### src/rtl/mem_arb_if.sv
// mem_arb_if: one cache line-fill port of the memory arbiter.
//   addr/xid/re : line read request from the cache (addr is line address [26:4])
//   ready       : arbiter accepted the request this cycle
//   rsp_valid   : one-cycle response pulse back to the cache
//   rsp_xid     : transaction id of the response
//   rsp_data    : 128-bit response line
// master = cache side, slave = arbiter side.
interface mem_arb_if;
  logic [22:0]  addr;
  logic [1:0]   xid;
  logic         re;
  logic         ready;
  logic         rsp_valid;
  logic [1:0]   rsp_xid;
  logic [127:0] rsp_data;

  modport master (
    output addr, xid, re,
    input  ready, rsp_valid, rsp_xid, rsp_data
  );

  modport slave (
    input  addr, xid, re,
    output ready, rsp_valid, rsp_xid, rsp_data
  );
endinterface

### src/rtl/mem_arb.sv
// mem_arb: round-robin arbiter sharing one DRAM read port between the
// instruction cache (ic) and data cache (dc) line-fill requesters.
//   clk, rst_n        : clock, asynchronous active-low reset
//   ic, dc            : cache ports (request in, ready/response out)
//   arb_addr/xid/re   : registered downstream request slot, xid = {src, xid}
//   dram_ready        : controller accepts the slot this cycle
//   dram_valid/xid/data : controller response, dram_xid[2] selects the cache
//   arb_err           : sticky, response seen for a source with no credit used
// Per-source counters bound outstanding requests to MAX_OUT.
module mem_arb #(
  parameter int MAX_OUT = 4
) (
  input  logic         clk,
  input  logic         rst_n,
  mem_arb_if.slave     ic,
  mem_arb_if.slave     dc,
  output logic [22:0]  arb_addr,
  output logic [2:0]   arb_xid,
  output logic         arb_re,
  input  logic         dram_ready,
  input  logic         dram_valid,
  input  logic [2:0]   dram_xid,
  input  logic [127:0] dram_data,
  output logic         arb_err
);

  localparam int CW = $clog2(MAX_OUT + 1);

  typedef enum logic {
    SRC_IC = 1'b0,
    SRC_DC = 1'b1
  } src_t;

  src_t          last_grant;
  logic [CW-1:0] cnt_ic;
  logic [CW-1:0] cnt_dc;

  logic slot_free;
  logic elig_ic;
  logic elig_dc;
  logic gnt_ic;
  logic gnt_dc;
  logic rsp_ic;
  logic rsp_dc;
  logic err_ic;
  logic err_dc;

  // A stray response (count already 0) is dropped; an accept in the same
  // cycle still takes its credit so the bound is never exceeded.
  function automatic logic [CW-1:0] cnt_next(
    input logic [CW-1:0] cnt,
    input logic          acc,
    input logic          rsp
  );
    logic dec;
    dec = rsp && (cnt != '0);
    case ({acc, dec})
      2'b10:   cnt_next = cnt + 1'b1;
      2'b01:   cnt_next = cnt - 1'b1;
      default: cnt_next = cnt;
    endcase
  endfunction

  always_comb begin
    slot_free = !arb_re || dram_ready;
    elig_ic   = ic.re && (cnt_ic < CW'(MAX_OUT));
    elig_dc   = dc.re && (cnt_dc < CW'(MAX_OUT));
    // On a tie the source that did not win last time goes first.
    gnt_ic    = elig_ic && (!elig_dc || (last_grant == SRC_DC));
    gnt_dc    = elig_dc && !gnt_ic;
    rsp_ic    = dram_valid && !dram_xid[2];
    rsp_dc    = dram_valid && dram_xid[2];
    err_ic    = rsp_ic && (cnt_ic == '0);
    err_dc    = rsp_dc && (cnt_dc == '0);
  end

  assign ic.ready = slot_free && gnt_ic;
  assign dc.ready = slot_free && gnt_dc;

  always_ff @(posedge clk or negedge rst_n) begin
    if (!rst_n) begin
      arb_re     <= 1'b0;
      arb_addr   <= '0;
      arb_xid    <= '0;
      last_grant <= SRC_DC;
    end else if (ic.ready) begin
      arb_re     <= 1'b1;
      arb_addr   <= ic.addr;
      arb_xid    <= {1'b0, ic.xid};
      last_grant <= SRC_IC;
    end else if (dc.ready) begin
      arb_re     <= 1'b1;
      arb_addr   <= dc.addr;
      arb_xid    <= {1'b1, dc.xid};
      last_grant <= SRC_DC;
    end else if (slot_free) begin
      arb_re     <= 1'b0;
    end
  end

  always_ff @(posedge clk or negedge rst_n) begin
    if (!rst_n) begin
      cnt_ic  <= '0;
      cnt_dc  <= '0;
      arb_err <= 1'b0;
    end else begin
      cnt_ic <= cnt_next(cnt_ic, ic.ready, rsp_ic);
      cnt_dc <= cnt_next(cnt_dc, dc.ready, rsp_dc);
      if (err_ic || err_dc) begin
        arb_err <= 1'b1;
      end
    end
  end

  always_ff @(posedge clk or negedge rst_n) begin
    if (!rst_n) begin
      ic.rsp_valid <= 1'b0;
      ic.rsp_xid   <= '0;
      ic.rsp_data  <= '0;
      dc.rsp_valid <= 1'b0;
      dc.rsp_xid   <= '0;
      dc.rsp_data  <= '0;
    end else begin
      ic.rsp_valid <= rsp_ic;
      dc.rsp_valid <= rsp_dc;
      if (rsp_ic) begin
        ic.rsp_xid  <= dram_xid[1:0];
        ic.rsp_data <= dram_data;
      end
      if (rsp_dc) begin
        dc.rsp_xid  <= dram_xid[1:0];
        dc.rsp_data <= dram_data;
      end
    end
  end

endmodule

### src/flat_wrapper.sv
// flat-port wrapper written by rule: the top's interface ports become plain ports
module mem_arb_flat 
#(
  parameter int MAX_OUT = 4
)
  (clk, rst_n, arb_addr, arb_xid, arb_re, dram_ready, dram_valid, dram_xid, dram_data, arb_err, ic_addr, ic_xid, ic_re, ic_ready, ic_rsp_valid, ic_rsp_xid, ic_rsp_data, dc_addr, dc_xid, dc_re, dc_ready, dc_rsp_valid, dc_rsp_xid, dc_rsp_data);
  mem_arb_if ic_i ();
  mem_arb_if dc_i ();
  input  logic clk;
  input  logic rst_n;
  output logic [22:0] arb_addr;
  output logic [2:0] arb_xid;
  output logic arb_re;
  input  logic dram_ready;
  input  logic dram_valid;
  input  logic [2:0] dram_xid;
  input  logic [127:0] dram_data;
  output logic arb_err;
  input wire logic [$bits(ic_i.addr)-1:0] ic_addr;
  input wire logic [$bits(ic_i.xid)-1:0] ic_xid;
  input wire logic [$bits(ic_i.re)-1:0] ic_re;
  output wire logic [$bits(ic_i.ready)-1:0] ic_ready;
  output wire logic [$bits(ic_i.rsp_valid)-1:0] ic_rsp_valid;
  output wire logic [$bits(ic_i.rsp_xid)-1:0] ic_rsp_xid;
  output wire logic [$bits(ic_i.rsp_data)-1:0] ic_rsp_data;
  input wire logic [$bits(dc_i.addr)-1:0] dc_addr;
  input wire logic [$bits(dc_i.xid)-1:0] dc_xid;
  input wire logic [$bits(dc_i.re)-1:0] dc_re;
  output wire logic [$bits(dc_i.ready)-1:0] dc_ready;
  output wire logic [$bits(dc_i.rsp_valid)-1:0] dc_rsp_valid;
  output wire logic [$bits(dc_i.rsp_xid)-1:0] dc_rsp_xid;
  output wire logic [$bits(dc_i.rsp_data)-1:0] dc_rsp_data;
  assign ic_i.addr = ic_addr;
  assign ic_i.xid = ic_xid;
  assign ic_i.re = ic_re;
  assign ic_ready = ic_i.ready;
  assign ic_rsp_valid = ic_i.rsp_valid;
  assign ic_rsp_xid = ic_i.rsp_xid;
  assign ic_rsp_data = ic_i.rsp_data;
  assign dc_i.addr = dc_addr;
  assign dc_i.xid = dc_xid;
  assign dc_i.re = dc_re;
  assign dc_ready = dc_i.ready;
  assign dc_rsp_valid = dc_i.rsp_valid;
  assign dc_rsp_xid = dc_i.rsp_xid;
  assign dc_rsp_data = dc_i.rsp_data;
  mem_arb #(.MAX_OUT(MAX_OUT)) u_core (.clk(clk), .rst_n(rst_n), .ic(ic_i), .dc(dc_i), .arb_addr(arb_addr), .arb_xid(arb_xid), .arb_re(arb_re), .dram_ready(dram_ready), .dram_valid(dram_valid), .dram_xid(dram_xid), .dram_data(dram_data), .arb_err(arb_err));
endmodule
### config.mk
export PLATFORM = sky130hd
export DESIGN_NAME = mem_arb_flat
export DESIGN_NICKNAME = d
export VERILOG_FILES = /design/src/rtl/mem_arb_if.sv /design/src/rtl/mem_arb.sv /design/src/flat_wrapper.sv
export SDC_FILE = /design/constraint.sdc
export NUM_CORES = 1
export LEC_CHECK = 0
export CAP_MARGIN = 30
export CORE_AREA = 8 8 178 180
export DETAILED_ROUTE_END_ITERATION = 6
export DIE_AREA = 0 0 186 188
export PLACE_DENSITY = 0.76
export SLEW_MARGIN = 20
export SYNTH_ARGS = -nofsm -noshare
export SYNTH_HDL_FRONTEND = slang
export SYNTH_SLANG_ARGS = --single-unit
### constraint.sdc
create_clock -name clk -period 4.9 [get_ports clk]
set_clock_uncertainty 0.1 [all_clocks]
set_input_delay 0.98 -clock clk [delete_from_list [all_inputs] [get_ports clk]]
set_output_delay 0.98 -clock clk [all_outputs]
set_load 0.02 [all_outputs]
== Word level (Yosys, flattened, before mapping) ==
Cells that the tools add are included.
Operators by class
  add/subtract/negate cells: 4
  magnitude comparators: 2
  eq/ne operators: 4
  multiplexer cells: 11
  reductions and logical operators: 27
Operators with widths (number)
  23-bit 2-to-1 mux: 2
  1-bit logical AND: 12
  3-bit case mux with 2 select lines: 2
  3-bit nonzero test: 3
  3-bit by 1-bit adder with 3-bit output (second input constant): 2
  3-bit logical NOT: 2
  3-bit less-than comparator (second input constant): 2
  3-bit 2-to-1 mux: 2
  2-bit nonzero test: 3
  3-bit by 1-bit subtractor with 3-bit output (second input constant): 2
  1-bit 2-to-1 mux: 5
  2-bit by 1-bit equality test with 1-bit output (second input constant): 2
  2-bit equality test (second input constant): 2
  1-bit logical NOT: 4
  1-bit logical OR: 3
Word-level totals
  flip-flop bits (word level): 297
  word-level logic and storage cells: 61

== Longest topological paths before layout ==
  word-level depth: 10
  mapped depth: 11
  gate-level depth less buffers: 9

== Worst setup path after synthesis ==
Ideal clock, no wire load.
  path type: in2out
  from: in dc_re
  to: out dc_ready
  data arrival time: 1.787 ns
  data required time: 3.820 ns
  slack: 2.033 ns
  cell stages on the path: 3
  buffers on the path: 1
  path through: nor3b_4 > buf_4 > o21a_1
Between the ends
  word-level cells in the longest chain between the ends: 7
RTL lines
  from (decl): line flat_wrapper.sv:28  | input wire logic [$bits(dc_i.re)-1:0] dc_re;
  1-bit logical AND *: line mem_arb.sv:67  | elig_dc = dc.re && (cnt_dc < CW'(MAX_OUT));
  1-bit logical NOT: line mem_arb.sv:69  | gnt_ic = elig_ic && (!elig_dc || (last_grant == SRC_DC));
  1-bit logical OR: line mem_arb.sv:69
  1-bit logical AND: line mem_arb.sv:69
  1-bit logical NOT: line mem_arb.sv:70  | gnt_dc = elig_dc && !gnt_ic;
  1-bit logical AND *: line mem_arb.sv:70
  1-bit logical AND *: line mem_arb.sv:78  | assign dc.ready = slot_free && gnt_dc;
  to (decl): line flat_wrapper.sv:29  | output wire logic [$bits(dc_i.ready)-1:0] dc_ready;
Mark *: on every way between the ends. The rest lies on a longest branch, timed or not.

== Worst setup path in the final report ==
Ends and elaborated chain as after synthesis.

==> results.sh <==
export IMPL_ys_warnings_count=0
export IMPL_crit_family="buffers and inverters"
export IMPL_total_leakage_power_uw=0.00794
export IMPL_synth_area_leader_cell="dfrtp_1"
export IMPL_first_global_vias=10300
export IMPL_grt_setup_unrepaired="no"
export IMPL_via_per_inst=4.95
export IMPL_synth_distinct_cells=31
export IMPL_synth_edf_count=0
export IMPL_hpwlAfterDp_um=27500
export IMPL_cts_root_buf="clkbuf_16"
export IMPL_cp_required_ps=3820
export IMPL_hold_violations=0
export IMPL_pwr_share_seq=0.387
export IMPL_slowest_delay_ps=620
export IMPL_switching_share=0.318
export IMPL_drv_slew=0
export IMPL_grtUsageTotal=0.217
export IMPL_critical_path_most_common_cell="clkdlybuf4s50_1"
export IMPL_synth_top_cell_area_share=0.641
export IMPL_fmax_ghz=0.255
export IMPL_area_growth_synth_to_final_pct=54.0
export IMPL_insertion_delay_ps=490
export IMPL_cts_sinks=297
export IMPL_crit_slowest_cell="clkdlybuf4s50_1"
export IMPL_yosysMostFrequentCell="nand2_1"
export IMPL_dieWidth_um=186
export IMPL_antenna_found_initial=1
export IMPL_grt_max_degree=111
export IMPL_synth_async_sr_flop_share=1.00
export IMPL_synthTopCellsByCount="391 x nand2_1, 296 x dfrtp_1, 130 x mux2_2, 34 x buf_2, 26 x nand3_1"
export IMPL_worst_r2r_endpoint="u_core.cnt_ic[2]$_DFFE_PN0P_"
export IMPL_power_per_cell_area_mw_per_mm2=459
export IMPL_drcViolationCount=0
export IMPL_hold_path_class="reg -> reg"
export IMPL_fin_nets=1681
export IMPL_path_class="in -> out"
export IMPL_cts_buffers=35
export IMPL_grt_pass1_wl_um=59300
export IMPL_combPwrFrac=0.313
export IMPL_syn_nets=1215
export IMPL_cts_resized=0
export IMPL_vdd_ir_drop_max_mv=0.326
export IMPL_path_max_fanout=27
export IMPL_instances_no_fill=1899
export IMPL_critical_path_startpoint="dc_re"
export IMPL_power_switching_uw=2600
export IMPL_start_util=0.398
export IMPL_gr_total_overflow=0
export IMPL_cp_arrival_ps=2840
export IMPL_ys_ff_latch=297
export IMPL_status="finished, final reports clean"
export IMPL_num_vias=9403
export IMPL_cts_path_max_buffers=3
export IMPL_reg2reg_depth=10
export IMPL_cts_tree="yes"
export IMPL_rr_startpoint="u_core.cnt_dc[2]$_DFFE_PN0P_"
export IMPL_die_h_um=188
export IMPL_relSlewSlack=0.355
export IMPL_worstMarginPinSlew_ps=968
export IMPL_worstSetupStartpointType="input pin"
export IMPL_syn_avg_cell_area_um2=11.3
export IMPL_setup_violations=0
export IMPL_period_needed_ps=3920
export IMPL_dp_cells=1842
export IMPL_cp_num_cells=6
export IMPL_wirelength_um=38900
export IMPL_synth_cells=1024
export IMPL_fp_coreArea_mm2=0.0290
export IMPL_die_area_mm2=0.0350
export IMPL_power_total_uw=8170
export IMPL_ant_nets=0
export IMPL_clock_power_share=0.300
export IMPL_cp_endpoint="dc_ready"
export IMPL_setup_tns_ps=0
export IMPL_post_cts_buffers=0
export IMPL_cp_cell_sequence="clkdlybuf4s50_1 > nand2b_1 > buf_4 > nor2_1 > o21a_1 > clkdlybuf4s50_1"
export IMPL_wl_per_cell_um=20.5
export IMPL_clk_pin_slew_ps=50
export IMPL_place_gp_congestion=0.842
export IMPL_end_kind="output port"
export IMPL_h_tree_depth=2
export IMPL_syn_cell_area_mm2=0.0115
export IMPL_synth_area_leaders="dfrtp_1 64%, nand2_1 13%, mux2_2 13%"
export IMPL_fin_crit_sh=0.800
export IMPL_ys_seq_area_frac=0.644
export IMPL_portBuffers=478
export IMPL_reg2reg_slack_ps=2250
export IMPL_hold_buffers=0
export IMPL_maxCapViolCount=0
export IMPL_dr_pass1_iters=5
export IMPL_synth_ff_type="dfrtp_1"
export IMPL_drive_gt1_frac=0.136
export IMPL_crit_buf_inv=3
export IMPL_p_int_uw=5580
export IMPL_num_rows=63
export IMPL_first_iter_violations=496
export IMPL_ios=479
[worst min path at each step]
| stage | end | start | slack [ps] | cells past startpoint |
|---|---|---|---|---|
| 5_1_grt | u_core.ic.rsp_data[52]$_DFFE_PN0P_ | u_core.ic.rsp_data[52]$_DFFE_PN0P_ | 390 | 2 |
| 4_1_cts | u_core.ic.rsp_data[104]$_DFFE_PN0P_ | u_core.ic.rsp_data[104]$_DFFE_PN0P_ | 380 | 2 |
| 3_5_place_dp | u_core.ic.rsp_data[109]$_DFFE_PN0P_ | u_core.ic.rsp_data[109]$_DFFE_PN0P_ | 360 | 2 |
| 6_report | u_core.ic.rsp_data[64]$_DFFE_PN0P_ | u_core.ic.rsp_data[64]$_DFFE_PN0P_ | 370 | 2 |
| 3_3_place_gp | u_core.ic.rsp_data[95]$_DFFE_PN0P_ | u_core.ic.rsp_data[95]$_DFFE_PN0P_ | 360 | 2 |
| 2_1_floorplan | u_core.cnt_ic[2]$_DFFE_PN0P_ | u_core.cnt_ic[2]$_DFFE_PN0P_ | 360 | 1 |
[per-stage QoR]
step / worst slack, ps / hold slack, ps / instance area [um2] / utilization
6_report: 979 / 370 / 17800 / 0.613
3_5_place_dp: 991 / 361 / 16700 / 0.576
5_1_grt: 871 / 389 / 17800 / 0.613
3_3_place_gp: 1040 / 356 / 16700 / 0.576
4_1_cts: 983 / 376 / 17800 / 0.613
2_1_floorplan: 2030 / 356 / 11500 / -
[power by group through the flow]
stage / Sequential [uW] / Combinational (uW) / Clock, uW
finish: 3160 / 2560 / 2450
global route: 3220 / 2730 / 2590
CTS: 3160 / 2580 / 2500
detailed placement: 3200 / 2570 / 0
global placement: 3180 / 2530 / 0
floorplan: 3680 / 717 / 0
[area by class of cell]
cell class | count | area [um2]
antenna | 1 | 2.50
clock buffer | 47 | 991
clock inverter | 8 | 80.1
fill | 2372 | 11200
inverter | 9 | 40.0
multi-input combinational | 654 | 3790
sequential | 297 | 7430
tap | 390 | 488
timing repair buffer | 493 | 4960
[per-layer routing]
metal  up-vias  share of wire  global-route usage
met3        88           0.12              0.0979
li1       4299              -                   -
met2       423           0.47               0.353
met5         -              0                   0
met4         0          0.040              0.0910
met1      4593           0.37               0.244
[cell usage in the layout, fill, tap and decap left out, types with 2 or more instances in the layout]
cell / n
clkdlybuf4s50_1: 477
inv_1: 6
nand2_1: 390
clkbuf_16: 35
nor4_1: 25
mux2_2: 130
buf_12: 4
clkbuf_8: 7
o21ai_0: 25
xor2_1: 4
clkinv_4: 2
mux2i_1: 2
buf_4: 10
inv_6: 2
fa_1: 2
ha_1: 2
clkbuf_1: 5
a31oi_1: 25
o21a_1: 3
nand3_1: 26
dfrtp_1: 296
nor2_1: 5
clkinv_2: 4
inv_4: 2
xnor2_1: 2
nor3_1: 2
nand2b_1: 3
[sequential cells by signal, summed over array words and instances, names as in the netlist]
name                 count
u_core.arb_err           1
u_core.ic.rsp_valid      1
u_core.last_grant        1
u_core.dc.rsp_data     128
u_core.cnt_dc            3
u_core.cnt_ic            3
u_core.arb_xid           3
u_core.arb_re            1
u_core.arb_addr         23
u_core.ic.rsp_xid        2
u_core.ic.rsp_data     128
u_core.dc.rsp_valid      1
u_core.dc.rsp_xid        2
[worst reg2reg max path, stage by stage (launching register included)]
cell,delay (ps)
dfrtp_1,470
nor3b_4,230
buf_4,340
nor3_4,90
inv_4,240
ha_1,250
inv_1,60
fa_1,370
xor2_1,150
nor2_1,120
xor2_1,150
[cell families after synthesis]
kind of cell / count (synthesis) / share of synthesized area
AOI/OAI and AO/OA: 55 / 0.0276
xor gates and xnor gates: 6 / 0.00455
adders and majority gates: 4 / 0.00563
buffers and inverters: 73 / 0.0294
DFF: 297 / 0.644
muxes: 132 / 0.128
and+or+nand+nor: 457 / 0.161
(Power assumes the default switching activity.)
